## src/rtl/epsilon_scheduler.sv

```systemverilog
// Exploration-rate scheduler: tracks episodes from the control unit's new_gen pulse and
// decays epsilon per episode, faster after successful ones, down to a fixed floor.
module epsilon_scheduler #(
  parameter logic [15:0] EPS_INIT    = 16'hE666,
  parameter logic [15:0] EPS_MIN     = 16'h0CCD,
  parameter int unsigned DECAY_SHIFT = 4,
  parameter int unsigned WARMUP      = 2,
  parameter logic [5:0]  GOAL_STATE  = 6'd25
) (
  input  logic        clk,
  input  logic        rst_n,
  input  logic        restart,
  input  logic        new_gen,
  input  logic [5:0]  state_in,
  output logic [15:0] epsilon,
  output logic        eps_update,
  output logic        at_floor,
  output logic [9:0]  episode_cnt,
  output logic [9:0]  success_cnt,
  output logic [5:0]  steps_last
);

  typedef enum logic [1:0] {StIdle, StWarmup, StDecay, StFloor} state_e;

  state_e      state_q, state_d;
  logic        ng_q;
  logic [15:0] eps_q, eps_d;
  logic        upd_q, upd_d;
  logic [9:0]  ep_cnt_q, ep_cnt_d;
  logic [9:0]  succ_q, succ_d;
  logic [5:0]  steps_last_q, steps_last_d;
  logic [5:0]  step_cnt_q, step_cnt_d;
  logic        goal_q, goal_d;

  logic        ng_edge;
  logic        warm_done;
  logic [15:0] dec_amt;
  logic [15:0] eps_nxt;

  assign ng_edge   = new_gen & ~ng_q;
  assign warm_done = (32'(ep_cnt_q) + 32'd1) >= WARMUP;
  // A goal-reaching episode decays by twice the failure step.
  assign dec_amt   = goal_q ? (eps_q >> (DECAY_SHIFT - 1)) : (eps_q >> DECAY_SHIFT);
  assign eps_nxt   = eps_q - dec_amt;

  always_comb begin
    state_d      = state_q;
    eps_d        = eps_q;
    upd_d        = 1'b0;
    ep_cnt_d     = ep_cnt_q;
    succ_d       = succ_q;
    steps_last_d = steps_last_q;
    step_cnt_d   = step_cnt_q;
    goal_d       = goal_q;

    if (ng_edge) begin
      ep_cnt_d = (ep_cnt_q == 10'h3FF) ? ep_cnt_q : ep_cnt_q + 10'd1;
      if (ep_cnt_q != 10'd0) begin
        steps_last_d = step_cnt_q;
        if (goal_q && succ_q != 10'h3FF) succ_d = succ_q + 10'd1;
      end
      // Clear wins over a same-cycle goal hit; it is picked up next cycle if it persists.
      step_cnt_d = 6'd0;
      goal_d     = 1'b0;

      unique case (state_q)
        StIdle:   state_d = warm_done ? StDecay : StWarmup;
        StWarmup: if (warm_done) state_d = StDecay;
        StDecay: begin
          upd_d = 1'b1;
          if (eps_nxt <= EPS_MIN) begin
            eps_d   = EPS_MIN;
            state_d = StFloor;
          end else begin
            eps_d = eps_nxt;
          end
        end
        StFloor:  state_d = StFloor;
      endcase
    end else begin
      if (step_cnt_q != 6'h3F) step_cnt_d = step_cnt_q + 6'd1;
      if (state_in == GOAL_STATE) goal_d = 1'b1;
    end

    if (restart) begin
      state_d      = StIdle;
      eps_d        = EPS_INIT;
      upd_d        = 1'b0;
      ep_cnt_d     = 10'd0;
      succ_d       = 10'd0;
      steps_last_d = 6'd0;
      step_cnt_d   = 6'd0;
      goal_d       = 1'b0;
    end
  end

  always_ff @(posedge clk or negedge rst_n) begin
    if (!rst_n) begin
      state_q      <= StIdle;
      ng_q         <= 1'b0;
      eps_q        <= EPS_INIT;
      upd_q        <= 1'b0;
      ep_cnt_q     <= 10'd0;
      succ_q       <= 10'd0;
      steps_last_q <= 6'd0;
      step_cnt_q   <= 6'd0;
      goal_q       <= 1'b0;
    end else begin
      state_q      <= state_d;
      ng_q         <= new_gen;
      eps_q        <= eps_d;
      upd_q        <= upd_d;
      ep_cnt_q     <= ep_cnt_d;
      succ_q       <= succ_d;
      steps_last_q <= steps_last_d;
      step_cnt_q   <= step_cnt_d;
      goal_q       <= goal_d;
    end
  end

  assign epsilon     = eps_q;
  assign eps_update  = upd_q;
  assign at_floor    = (state_q == StFloor);
  assign episode_cnt = ep_cnt_q;
  assign success_cnt = succ_q;
  assign steps_last  = steps_last_q;

endmodule

```

## config.mk

```make
export PLATFORM = sky130hd
export DESIGN_NAME = epsilon_scheduler
export DESIGN_NICKNAME = d
export VERILOG_FILES = /design/src/rtl/epsilon_scheduler.sv
export SDC_FILE = /design/constraint.sdc
export NUM_CORES = 1
export LEC_CHECK = 0
export CORE_MARGIN = 10
export CORE_UTILIZATION = 55
export DETAILED_ROUTE_END_ITERATION = 8
export GPL_TIMING_DRIVEN = 0
export MAX_ROUTING_LAYER = met4
export PLACE_DENSITY = 0.89
export SYNTH_ARGS = -nofsm -noshare
export SYNTH_HDL_FRONTEND = slang
export SYNTH_SLANG_ARGS = --single-unit
```

## constraint.sdc

```tcl
create_clock -name clk -period 4.8 [get_ports clk]
set_input_delay 1.44 -clock clk [delete_from_list [all_inputs] [get_ports clk]]
set_output_delay 1.44 -clock clk [all_outputs]
set_load 0.01 [all_outputs]
```

==> flow_metrics.tcl <==
set metrics [dict create \
    outcome "completed" \
    cp_slowest_cell "buf_1" \
    synthFlopType "dfrtp_1" \
    clock_path_buffers 2 \
    synth_edf_count 0 \
    cp.required_ns 5.01 \
    place_congestion 0.881 \
    synthToLayoutAreaGrowth_pct 20.4 \
    dp.cells 515 \
    synth_top_family_by_area "simple AND/OR/NAND/NOR gates" \
    fp.dieH_um 100 \
    track_usage_pct 18.0 \
    grt_max_degree 30 \
    finalSetupViolations 0 \
    synth_common_cells "dfrtp_1, nand2_1, nor2_1" \
    fin_area_um2 4260 \
    cp_max_fo 10 \
    clock_skew_ns 0.0113 \
    end_kind "register" \
    netlist_top_cells_area "dfrtp_1, ha_1, dfstp_2" \
    fin_crit_ns 4.29 \
    port-buffer-count 52 \
    nets 476 \
    clk_pin_slew_ns 0.10 \
    place_area_um2 4170 \
    drc 0 \
    fin_crit_sh_pct 89.5 \
    vdd.ir_drop.worst_mv 0.193 \
    antenna_cells 0 \
    cts_tree "yes" \
    drive_gt1_share_pct 11.0 \
    syn_area_um2 3540 \
    start_kind "register" \
    maxSlewHeadroom_pct 47.5 \
    slew_violations 0 \
    layout.cells.non_filler 523 \
    syn_nets 416 \
    avgSynthCellArea_um2 9.19 \
    die_area_um2 10000 \
    synthSimpleGateAreaFrac_pct 22.8 \
    worstMarginPinSlew_ns 0.781 \
    pin_count 54 \
    wl_um 8890 \
    rows 29 \
    crit_path_start "goal_q$_DFFE_PN0P_" \
    postCtsSetupBuffers 0 \
    cts-hold-fix-buffers 0 \
    cts_buffers 5 \
    critPathArrivalTime_ns 4.50 \
    r2r-start "goal_q$_DFFE_PN0P_" \
    synth_top_area_cell "dfrtp_1" \
    synth-compound-area-share_pct 16.8 \
    cellPowerDensity_nw_per_um2 217 \
    h-tree-depth 2 \
    rsz0062_at_grt "no" \
    synth_mux_area_share_pct 4.88 \
    wl_per_cell_um 17.0 \
    synth-seq-cells 53 \
    tns_ns 0 \
    cts_resized 0 \
    grt-ovfl-total 0 \
    core_area_um2 6310 \
    drtIter0Drc 200 \
    drv_cap 0 \
    reg2reg_slack_ns 0.51 \
    fmax_ghz 0.233 \
    die_w_um 100 \
    synthArstFlopShare_pct 100 \
    clock_latency_ns 0.31 \
    seq_area_frac_synth_pct 37.8 \
    reg2reg_depth 12 \
    grt_antenna_before_repair 0 \
    synth_cells 385 \
    postRouteAntennaNets 0 \
    cts.sinks 53 \
    final_hold_viol_count 0 \
    yosys_warnings 0 \
    holdCritPathClass "reg2reg" \
    dp_hpwl_um 6700 \
    leakagePower_nw 1.79 \
    timing.rr.end "epsilon[8]$_DFFE_PN0P_" \
    start_util_pct 56.0 \
    cp_cell_sequence "clkbuf_1 -> buf_1 -> mux2i_1 -> fa_1 -> a211oi_2 -> o211ai_2 -> a221oi_2 -> o21bai_2 -> xnor2_1 -> nor4b_4 -> nand2_4 -> a32o_2" \
    cts_root_buffer "clkbuf_8" \
    grt_pass1_wl_um 14900 \
    fin_util_pct 67.5 \
    finalPower_mw 0.924 \
    synthXorXnorAreaFrac_pct 6.93 \
    num_vias 3162 \
    critPathCapture "epsilon[8]$_DFFE_PN0P_" \
    synthAdderAreaFrac_pct 7.64 \
    worst-setup-path-type "reg2reg" \
    synth_top_area_share_pct 31.1 \
    drt_first_pass_iters 5 \
    grt_pass1_vias 3123 \
    ys_types 66 \
    cpPeakStageDelay_ns 0.62 \
    viasPerCell 6.05 \
]
[area by class of cell]
type	count	area, um2
buffer	16	66.3
multi-input combinational	304	2090
fill	511	2050
sequential	53	1340
clock buffer	8	90.1
inverter	12	45.0
tap	77	96.3
timing repair buffer	53	536
[state kept, by name, summed over array words and instances, names as in the netlist]
register     cells
success_cnt     10
step_cnt_q       6
ng_q             1
state_q          2
episode_cnt     10
steps_last       6
goal_q           1
eps_update       1
epsilon         16
[worst max-delay path: cells and delay by family (launching register included)]
family	cells	cell delay [ns]
flip-flops	1	0.33
AND/OR/NAND/NOR	2	0.60
AO/OA/AOI/OAI	5	1.36
multiplexers	1	0.25
buffers and inverters	2	0.95
adder cells (fa/ha/maj)	1	0.48
XOR/XNOR	1	0.19
[cells by family after synthesis]
kind of cell,Yosys count
AND/OR/NAND/NOR,160
multiplexers,17
AO/OA/AOI/OAI,78
XOR/XNOR,28
flip-flops,53
buffers and inverters,28
adder cells (fa/ha/maj),21
[stage by stage]
step	hold WS, ns	worst slack, ns
after detailed placement	0.459	0.572
after global routing	0.492	0.200
after CTS	0.479	0.488
final	0.475	0.506
after global placement	0.451	0.620
after floorplan	0.507	1.21
[cells in the final DEF, fill, tap and decap left out, types with 7 or more instances in the layout]
| cell | instances |
|---|---|
| a21oi_1 | 20 |
| a31oi_1 | 7 |
| and3_1 | 7 |
| clkbuf_1 | 12 |
| clkdlybuf4s50_1 | 51 |
| dfrtp_1 | 44 |
| dfstp_2 | 9 |
| ha_1 | 20 |
| inv_1 | 12 |
| mux2i_1 | 15 |
| nand2_1 | 44 |
| nand3_1 | 10 |
| nand4_1 | 15 |
| nor2_1 | 43 |
| nor3_1 | 13 |
| o21ai_0 | 13 |
| xnor2_1 | 10 |
| xor2_1 | 18 |
[worst min-delay path by stage]
stage / start / to / slack [ns] / cells after the start
global placement: steps_last[0]$_DFFE_PN0P_ / steps_last[0]$_DFFE_PN0P_ / 0.45 / 2
detailed placement: steps_last[2]$_DFFE_PN0P_ / steps_last[2]$_DFFE_PN0P_ / 0.46 / 2
finish: steps_last[2]$_DFFE_PN0P_ / steps_last[2]$_DFFE_PN0P_ / 0.48 / 2
floorplan: steps_last[0]$_DFFE_PN0P_ / steps_last[0]$_DFFE_PN0P_ / 0.51 / 2
global route: steps_last[2]$_DFFE_PN0P_ / steps_last[2]$_DFFE_PN0P_ / 0.49 / 2
CTS: steps_last[2]$_DFFE_PN0P_ / steps_last[2]$_DFFE_PN0P_ / 0.48 / 2
[layer usage]
metal	track usage [%]	part of all wire [%]	vias up	wire (um)
li1	-	-	1507	-
met1	21.6	42	1529	3700
met2	30.0	51	109	4550
met3	3.16	6.0	17	537
met4	5.33	1.3	0	112
met5	-	0	-	0
[report_power, final]
part	internal, mW	total, mW	switching [mW]	leakage [nW]
clock network	0.118	0.261	0.143	0.0455
registers	0.459	0.474	0.0153	0.701
logic	0.0784	0.189	0.111	1.04
total	0.656	0.924	0.269	1.79
Power figures use the tool's default switching activity.
